`config.mk`:
```
export PLATFORM = sky130hd
export DESIGN_NAME = iomem_uart_master
export DESIGN_NICKNAME = d
export VERILOG_FILES = /design/src/rtl/iomem_uart_master_pkg.sv /design/src/rtl/iomem_uart_master_resp.sv /design/src/rtl/iomem_uart_master.sv
export SDC_FILE = /design/constraint.sdc
export NUM_CORES = 1
export LEC_CHECK = 0
export BUFFER_PORTS_ARGS = -buffer_cell sky130_fd_sc_hd__clkbuf_2
export CAP_MARGIN = 10
export CORE_ASPECT_RATIO = 1.25
export CORE_MARGIN = 5
export CORE_UTILIZATION = 43
export DETAILED_ROUTE_END_ITERATION = 10
export PLACE_DENSITY = 0.67
export SLEW_MARGIN = 20
export SYNTH_ARGS = -nofsm -noshare
export SYNTH_HDL_FRONTEND = slang
export SYNTH_SLANG_ARGS = --single-unit
```
`constraint.sdc`:
```
create_clock -name clk -period 2.8 [get_ports clk]
set_clock_uncertainty 0.1 [all_clocks]
set_input_delay 0.28 -clock clk [delete_from_list [all_inputs] [get_ports clk]]
set_output_delay 0.28 -clock clk [all_outputs]
set_load 0.1 [all_outputs]
```
`src/rtl/iomem_uart_master_pkg.sv`:
```
// rtl/iomem_uart_master_pkg.sv - command/response constants, FSM states and response length type
package iomem_uart_master_pkg;

    localparam logic [7:0] CMD_WRITE = 8'h57;
    localparam logic [7:0] CMD_READ  = 8'h52;
    localparam logic [7:0] RSP_OK    = 8'h4B;
    localparam logic [7:0] RSP_ERR   = 8'h3F;
    localparam logic [7:0] RSP_TMO   = 8'h54;

    typedef enum logic [2:0] {
        ST_IDLE,
        ST_ADDR,
        ST_DATA,
        ST_BUS,
        ST_RESP
    } state_t;

    // Number of response bytes still to send (0..4)
    typedef logic [2:0] resp_len_t;

    localparam resp_len_t LEN_BYTE = 3'd1;
    localparam resp_len_t LEN_WORD = 3'd4;

endpackage

```
`src/rtl/iomem_uart_master_resp.sv`:
```
// rtl/iomem_uart_master_resp.sv - 4-byte load-and-shift response serializer, MSB first
module iomem_uart_master_resp
    import iomem_uart_master_pkg::*;
(
    input  logic        clk,
    input  logic        resetn,
    input  logic        load,
    input  logic [31:0] load_data,
    input  resp_len_t   load_len,
    output logic        tx_valid,
    input  logic        tx_ready,
    output logic [7:0]  tx_data,
    output logic        done
);

    logic [31:0] shreg;
    resp_len_t   count;

    // Load a new response, or shift out one byte per handshake
    always_ff @(posedge clk or negedge resetn) begin
        if (!resetn) begin
            shreg <= 32'h0;
            count <= '0;
        end else if (load) begin
            shreg <= load_data;
            count <= load_len;
        end else if (tx_valid && tx_ready) begin
            shreg <= {shreg[23:0], 8'h00};
            count <= count - resp_len_t'(1);
        end
    end

    assign tx_valid = (count != '0);
    assign tx_data  = shreg[31:24];
    // Single-byte responses are loaded into the top byte, so the top byte is always next
    assign done     = tx_valid && tx_ready && (count == resp_len_t'(1));

endmodule

```
`src/rtl/iomem_uart_master.sv`:
```
// rtl/iomem_uart_master.sv - byte-stream to iomem bus initiator (optional IOMEM_UART_MASTER_TIMEOUT_EN)
module iomem_uart_master
    import iomem_uart_master_pkg::*;
#(
    parameter int unsigned TIMEOUT = 1024
) (
    input  logic        clk,
    input  logic        resetn,
    input  logic        rx_valid,
    output logic        rx_ready,
    input  logic [7:0]  rx_data,
    output logic        tx_valid,
    input  logic        tx_ready,
    output logic [7:0]  tx_data,
    output logic        iomem_valid,
    input  logic        iomem_ready,
    output logic [3:0]  iomem_wstrb,
    output logic [31:0] iomem_addr,
    output logic [31:0] iomem_wdata,
    input  logic [31:0] iomem_rdata,
    output logic        busy
);

    state_t      state, state_d;
    logic        cmd_write;
    logic [1:0]  byte_cnt;
    logic [31:0] addr_q;
    logic [31:0] wdata_q;

    logic        rx_ready_c;
    logic        latch_cmd;
    logic        addr_shift;
    logic        data_shift;
    logic        resp_load;
    logic [31:0] resp_data;
    resp_len_t   resp_len;
    logic        resp_done;
    logic        tmo_expired;

`ifdef IOMEM_UART_MASTER_TIMEOUT_EN
    localparam logic [15:0] TMO_LAST = 16'(TIMEOUT - 1);
    logic [15:0] tmo_cnt;

    // Count BUS cycles; cleared whenever the FSM is elsewhere
    always_ff @(posedge clk or negedge resetn) begin
        if (!resetn) begin
            tmo_cnt <= 16'h0;
        end else if (state == ST_BUS) begin
            tmo_cnt <= tmo_cnt + 16'h1;
        end else begin
            tmo_cnt <= 16'h0;
        end
    end

    // Expires on the last allowed valid cycle; ready in that same cycle still wins
    assign tmo_expired = (tmo_cnt == TMO_LAST);
`else
    assign tmo_expired = 1'b0;
`endif

    // FSM state register
    always_ff @(posedge clk or negedge resetn) begin
        if (!resetn) begin
            state <= ST_IDLE;
        end else begin
            state <= state_d;
        end
    end

    // Frame capture: command type, byte counter, address and data shift registers
    always_ff @(posedge clk or negedge resetn) begin
        if (!resetn) begin
            cmd_write <= 1'b0;
            byte_cnt  <= 2'd0;
            addr_q    <= 32'h0;
            wdata_q   <= 32'h0;
        end else begin
            if (latch_cmd) begin
                cmd_write <= (rx_data == CMD_WRITE);
                byte_cnt  <= 2'd0;
            end else if (addr_shift || data_shift) begin
                byte_cnt  <= byte_cnt + 2'd1;
            end
            if (addr_shift) begin
                addr_q  <= {addr_q[23:0], rx_data};
            end
            if (data_shift) begin
                wdata_q <= {wdata_q[23:0], rx_data};
            end
        end
    end

    // Next-state and per-state outputs
    always_comb begin
        state_d     = state;
        rx_ready_c  = 1'b0;
        iomem_valid = 1'b0;
        latch_cmd   = 1'b0;
        addr_shift  = 1'b0;
        data_shift  = 1'b0;
        resp_load   = 1'b0;
        resp_data   = 32'h0;
        resp_len    = LEN_BYTE;
        case (state)
            ST_IDLE: begin
                rx_ready_c = 1'b1;
                if (rx_valid) begin
                    if (rx_data == CMD_WRITE || rx_data == CMD_READ) begin
                        latch_cmd = 1'b1;
                        state_d   = ST_ADDR;
                    end else begin
                        resp_load = 1'b1;
                        resp_data = {RSP_ERR, 24'h0};
                        state_d   = ST_RESP;
                    end
                end
            end
            ST_ADDR: begin
                rx_ready_c = 1'b1;
                if (rx_valid) begin
                    addr_shift = 1'b1;
                    if (byte_cnt == 2'd3) begin
                        state_d = cmd_write ? ST_DATA : ST_BUS;
                    end
                end
            end
            ST_DATA: begin
                rx_ready_c = 1'b1;
                if (rx_valid) begin
                    data_shift = 1'b1;
                    if (byte_cnt == 2'd3) begin
                        state_d = ST_BUS;
                    end
                end
            end
            ST_BUS: begin
                iomem_valid = 1'b1;
                if (iomem_ready) begin
                    resp_load = 1'b1;
                    if (cmd_write) begin
                        resp_data = {RSP_OK, 24'h0};
                        resp_len  = LEN_BYTE;
                    end else begin
                        resp_data = iomem_rdata;
                        resp_len  = LEN_WORD;
                    end
                    state_d = ST_RESP;
                end else if (tmo_expired) begin
                    resp_load = 1'b1;
                    resp_data = {RSP_TMO, 24'h0};
                    state_d   = ST_RESP;
                end
            end
            ST_RESP: begin
                if (resp_done) begin
                    state_d = ST_IDLE;
                end
            end
            default: state_d = ST_IDLE;
        endcase
    end

    // Held low while reset is asserted even though the FSM already sits in IDLE
    assign rx_ready    = rx_ready_c & resetn;
    assign iomem_wstrb = (state == ST_BUS && cmd_write) ? 4'hF : 4'h0;
    assign iomem_addr  = addr_q;
    assign iomem_wdata = wdata_q;
    assign busy        = (state != ST_IDLE);

    iomem_uart_master_resp u_resp (
        .clk       (clk),
        .resetn    (resetn),
        .load      (resp_load),
        .load_data (resp_data),
        .load_len  (resp_len),
        .tx_valid  (tx_valid),
        .tx_ready  (tx_ready),
        .tx_data   (tx_data),
        .done      (resp_done)
    );

endmodule

```
==> results by group, run 1 <==
Setup path
  – Critical Path Fanout Max: 13
  – Kind of end point of the critical path: primary output
  – Worst path arrival time: 2.06 ns
  – Critical Path Source Type: flip-flop
  – Critical Path RT: 2.42 ns
  – Setup CP Type: flip-flop to primary output

Placement
  – Final HPWL DP: 7.279 mm
  – Pre-CTS setup slack: 0.5265 ns
  – Routability cong.: 0.7618
  – Inst Count DP: 587
  – PortBufs: 124

Synth
  – FFs w/ async S/R, synth: 100.0%
  – Synth unique cells: 47
  – Syn. warnings: 0
  – Synthesized net count: 407
  – Post-Syn Area per Cell: 12.60 um2
  – Yosys reg bits: 105
  – Sequential area share after synthesis: 58.27%
  – Synthesized area: 4509 um2
  – Post-Synthesis Cells: 358
  – Ys flop type: dfrtp_1
  – EDFF count, synth: 0

Cells and area
  – Area grow syn2layout: 21.25%
  – Nets: 519
  – End-of-flow core utilization: 53.83%
  – Non-Filler Instances: 604
  – Antenna fix cells: 0
  – Share of layout cells above drive strength 1: 46.53%

Global routing
  – Met3 Track Usage GR: 5.434%
  – Initial antenna violation count: 0
  – Largest net degree at the start of global routing: 59
  – Total GRT Usage: 16.63%
  – Gr ovfl total: 0
  – Top Usage Layer GRT: met2
  – Vias in the first global route: 3,259
  – GR Util met1: 21.72%
  – First-pass GRT wire length: 16.72 mm
  – M2 GR Usage: 25.50%

Min path
  – Min-delay worst type: primary input to flip-flop

Route
  – DR iter-0 viols: 101
  – DRC: 0
  – Routed WL: 10.11 mm
  – Final ANT Viol Nets: 0
  – First-pass iteration count of the detailed router: 4
  – Vias/cell: 5.227
  – DR vias: 3,157
  – Drt wl/cell: 16.74 um

Clock network
  – Clk slew on worst S/H paths: 0.07 ns
  – PostCTS Resize Cnt: 0
  – H-tree depth: 3
  – CTS Sinks: 105
  – TritonCTS clock tree: built
  – Clock latency on the worst-skew pair: 0.34 ns
  – CTS max path bufs: 2
  – Number of setup buffers added after CTS: 0
  – Total CTS buffers: 9
  – Root buffer cell: clkbuf_16

Floorplanning
  – I/O pins: 125
  – Die H: 124.5 um
  – Core Rows: 41
  – Core area: 10,160 um2
  – Initial Utilization: 44.40%
  – Die width: 101.6 um
  – Die Area: 12,650 um2

STA
  – Final hold vios: 0
  – Worst slew pin tran: 0.7423 ns
  – Tcrit/Tclk final: 87.19%
  – Final setup TNS: 0 ns
  – RSZ-0062 raised after global routing: no
  – Final worst slack: 0.3586 ns
  – Post-layout minimum cycle time: 2.441 ns
  – Endpoints failing setup: 0
  – Fmax: 409.6 MHz
  – Relative slew slack: 50.51%
  – Max-slew violations: 0

Job
  – Maxcap violations: 0

Pwr
  – Worst vdd ir: 0.3778 mV
  – P per Cell Area: 806.9 nW/um2
  – Static Leak: 2.799 nW
  – Total Power: 4.412 mW

Status
  – Status: finished clean
==> worst max-delay path: stages, from the launching register on <==
cell and delay (ns):
dfrtp_1 0.55, and3b_1 0.46, and2_1 0.23, clkbuf_2 0.47
==> stage by stage <==
stage	cell area [um2]	hold slack, ns
after global routing	5468	0.04411
after detailed placement	5171	0.3543
final	5468	0.04326
after floorplan	4514	-0.1156
after global placement	5171	0.3481
after CTS	5468	0.03312
==> state kept, by name (all words and copies together) (netlist names) <==
name          count
iomem_addr       32
byte_cnt          2
iomem_wdata      32
u_resp.shreg     32
u_resp.count      3
cmd_write         1
state             3
==> final cells by class <==
cell class | count | area, um2
clock buffers | 9 | 225.2
well taps | 129 | 161.4
multi-input cells | 217 | 1688
repair buffers | 132 | 685.7
flip-flops and latches | 105 | 2628
fillers | 894 | 4690
inverters | 5 | 18.77
clock inverters | 7 | 61.31
==> cell usage after synthesis (all sizes together), types with 2 or more instances <==
library cell / number / share of area, %
a21oi: 23 / 2.6
buf: 27 / 4.1
dfrtp: 105 / 58
a21o: 7 / 1.3
nand2: 23 / 1.9
a22o: 8 / 1.6
mux2: 64 / 16
nand4b: 2 / 0.39
ha: 4 / 1.1
clkbuf: 4 / 0.36
nor2: 27 / 2.3
a31oi: 3 / 0.75
inv: 5 / 0.42
o21ai: 22 / 2.4
a2bb2oi: 3 / 0.58
and2: 2 / 0.28
or3: 2 / 0.28
a221o: 3 / 0.67
nor4b: 2 / 0.67
==> metal layers <==
layer  vias to the layer above  wire length, um  part of all wire (%)
met5                         -                0                     0
met4                         0              210                   2.1
met3                        15              787                   7.8
met2                        91             4919                    49
met1                      1572             4195                    41
li1                       1479                -                     -
==> cells by family (layout without fill, tap and decap cells) <==
| family | Yosys count | in the layout | synth area share [%] |
|---|---|---|---|
| flip-flops | 105 | 105 | 58.27 |
| AO/OA/AOI/OAI | 79 | 79 | 11.65 |
| AND/OR/NAND/NOR | 66 | 66 | 7.298 |
| multiplexers | 65 | 65 | 16.20 |
| buffers and inverters | 36 | 153 | 4.856 |
| adder cells (fa/ha/maj) | 5 | 5 | 1.332 |
| XOR/XNOR | 2 | 2 | 0.3885 |
==> cells in the final DEF (no fill, tap or decap), types with 2 or more instances in the layout <==
cell | synthesis | final
mux2_2 | 64 | 64
a22o_1 | 8 | 8
a2bb2oi_1 | 3 | 3
dfrtp_1 | 105 | 105
a21o_1 | 6 | 6
a31oi_1 | 2 | 2
nand4b_1 | 2 | 2
a221o_1 | 3 | 3
ha_1 | 4 | 4
a21oi_1 | 23 | 23
o21ai_0 | 22 | 22
and2_1 | 2 | 2
nor2_2 | 1 | 2
nor4b_4 | 0 | 2
buf_4 | 12 | 8
inv_1 | 5 | 5
or3_1 | 2 | 2
clkinv_4 | 0 | 2
inv_6 | 0 | 2
clkbuf_2 | 1 | 123
clkbuf_16 | 0 | 9
nor2_1 | 26 | 25
nand2_1 | 23 | 23
clkinvlp_4 | 0 | 2
==> report_power, final <==
part / switching (mW) / internal, mW
registers: 0.138 / 1.74
logic: 1.01 / 0.324
clock network: 0.585 / 0.619
==> repair_timing <==
item | 4_1_cts | 5_1_grt
hold buffers | 1 | 0
setup endpoints to repair | 0 | 0
hold endpoints to repair | 47 | 0
==> worst paths after layout <==
path | from | slack, ns | endpoint | depth (start not counted)
max | state[2] | 0.36 | iomem_wstrb[0] | 3
min reg2reg | u_resp.shreg[25] | 0.38 | u_resp.shreg[25] | 1
max reg2reg | state[2] | 0.51 | u_resp.shreg[28] | 5
min | iomem_rdata[11] | 0.04 | u_resp.shreg[11] | 3
max in group asynchronous | resetn | 1.52 | iomem_wdata[24] | 3
min in group asynchronous | resetn | 0.54 | u_resp.shreg[28] | 3
(Power assumes the default switching activity.)
==> run 2, diff against run 1 <==
==> constraint.sdc (replaced) <==
create_clock -name clk -period 2.8 [get_ports clk]
set_clock_uncertainty 0.1 [all_clocks]
set_input_delay 0.7 -clock clk [delete_from_list [all_inputs] [get_ports clk]]
set_output_delay 0.7 -clock clk [all_outputs]
set_load 0.1 [all_outputs]
==> run 2 against run 1 <==
  * Utilization grew 0.26 points
  * Sequential cell count is the same
  * Final cell count shrank 0.33%
  * Clock power is essentially flat
  * Worst hold slack gained 0.29 ns
  * Sequential power is essentially flat
  * Critical path depth is the same
  * Critical path type unchanged
  * Highest routed layer unchanged
==> results by group, run 2 (synthesis results as in run 1) <==
STA
  – Final worst slack: 0.1185 ns
  – Post-layout minimum cycle time: 2.682 ns
  – Final hold vios: 0
  – Fmax: 372.9 MHz
  – Worst slew pin tran: 0.6482 ns
  – Final setup TNS: 0 ns
  – Relative slew slack: 56.74%
  – Tcrit/Tclk final: 95.77%
  – Max-slew violations: 0
  – Endpoints failing setup: 0
  – RSZ-0062 raised after global routing: no

Route
  – Final ANT Viol Nets: 0
  – First-pass iteration count of the detailed router: 4
  – DRC: 0
  – DR iter-0 viols: 112
  – DR vias: 3,189
  – Drt wl/cell: 16.65 um
  – Routed WL: 10.02 mm
  – Vias/cell: 5.297

Floorplanning
  – Core area: 10,160 um2
  – Core Rows: 41
  – Initial Utilization: 44.40%
  – Die Area: 12,650 um2
  – Die H: 124.5 um
  – I/O pins: 125
  – Die width: 101.6 um

Pwr
  – Worst vdd ir: 0.3677 mV
  – P per Cell Area: 807.1 nW/um2
  – Total Power: 4.434 mW
  – Static Leak: 2.813 nW

Cells and area
  – Most frequent cells in the layout: clkbuf_2 (117), dfrtp_1 (105), mux2_2 (64), nor2_1 (25)
  – Most common cell after layout, fill and taps aside: clkbuf_2
  – Final instance area: 5494 um2
  – Area grow syn2layout: 21.84%
  – Antenna fix cells: 0
  – Fill cells: 921
  – Non-Filler Instances: 602
  – Share of layout cells above drive strength 1: 46.72%
  – Nets: 517

Placement
  – PortBufs: 124
  – Placed inst area: 5204 um2
  – Routability cong.: 0.7779
  – Inst Count DP: 586
  – Pre-CTS setup slack: 0.1697 ns
  – Final HPWL DP: 7.201 mm

Global routing
  – Gr ovfl total: 0
  – Vias in the first global route: 3,363
  – M2 GR Usage: 26.43%
  – Largest net degree at the start of global routing: 106
  – Initial antenna violation count: 0
  – GR Util met1: 20.77%
  – Total GRT Usage: 16.65%
  – First-pass GRT wire length: 16.70 mm
  – Met3 Track Usage GR: 6.050%
  – Top Usage Layer GRT: met2

Clock network
  – Root buffer cell: clkbuf_16
  – CTS max path bufs: 2
  – Total CTS buffers: 9
  – H-tree depth: 3
  – Clk slew on worst S/H paths: 0.07 ns
  – TritonCTS clock tree: built
  – Clock latency on the worst-skew pair: 0.33 ns
  – CTS Sinks: 105

Min path
  – Min-delay worst type: primary input to async pin

Setup path
  – Critical Path Fanout Max: 13
  – Worst path arrival time: 1.88 ns
  – Critical Path Source Type: flip-flop
  – Kind of end point of the critical path: primary output
  – Setup CP Type: flip-flop to primary output
  – Critical Path RT: 2.00 ns

Job
  – Maxcap violations: 0

Status
  – Status: finished clean
run 2: changes by cell type in the layout (fill, tap and decap cells not counted), sizes merged:
cell,change
inv,-1
dlygate4sd3,-1
buf,+5
clkbuf,-4
clkinvlp,-1
run 2: routing by layer:
metal	vias to the layer above	share of wire [%]
met5	-	0
met4	0	1.7
met3	11	7.8
met2	96	50
met1	1603	41
li1	1479	-
run 2: worst max-delay path, stage by stage, from the launching register on:
cell and delay (ns):
dfrtp_1 0.55, and3b_1 0.50, and2_4 0.22, buf_4 0.28
run 2: worst paths after layout:
check / from / to / slack, ns / cells after the start
worst max-delay path: state[2] / iomem_wstrb[3] / 0.12 / 3
worst min-delay path: resetn / u_resp.shreg[25] / 0.34 / 2
worst max register to register: state[2] / u_resp.shreg[29] / 0.53 / 5
worst min register to register: u_resp.shreg[25] / u_resp.shreg[25] / 0.38 / 1
max in group asynchronous: resetn / iomem_wdata[18] / 1.82 / 2
min in group clk: u_resp.shreg[25] / u_resp.shreg[25] / 0.38 / 1
run 2: what timing repair did:
action                                  CTS  global route
hold buffers                              0             0
endpoints found under the setup margin    0             1
resized for setup                         0             1
buffers inserted                          0             0
run 2: metrics by stage:
step           hold WS (ns)  util (%)
3_3_place_gp         0.3601     51.23
5_1_grt              0.3883     54.09
3_5_place_dp         0.3673     51.23
6_report             0.3367     54.09
4_1_cts              0.3800     54.09
2_1_floorplan        0.3044         -
run 2: cell type report:
type                    instances  area, um2  share of cell area [%]
clock inverters                 5      37.54                  0.6832
flip-flops and latches        105       2628                   47.83
multi-input cells             217       1690                   30.77
inverters                       5      18.77                  0.3416
clock buffers                  11      252.7                   4.600
well taps                     129      161.4                   2.938
repair buffers                130      705.7                   12.84
run 2: report_power, final:
part           switching (mW)  total, mW  leakage [nW]  internal [mW]
sequential              0.143       1.88          1.38           1.74
combinational            1.01       1.34          1.29          0.333
clock                   0.555       1.21         0.144          0.659
total                    1.71       4.43          2.81           2.73
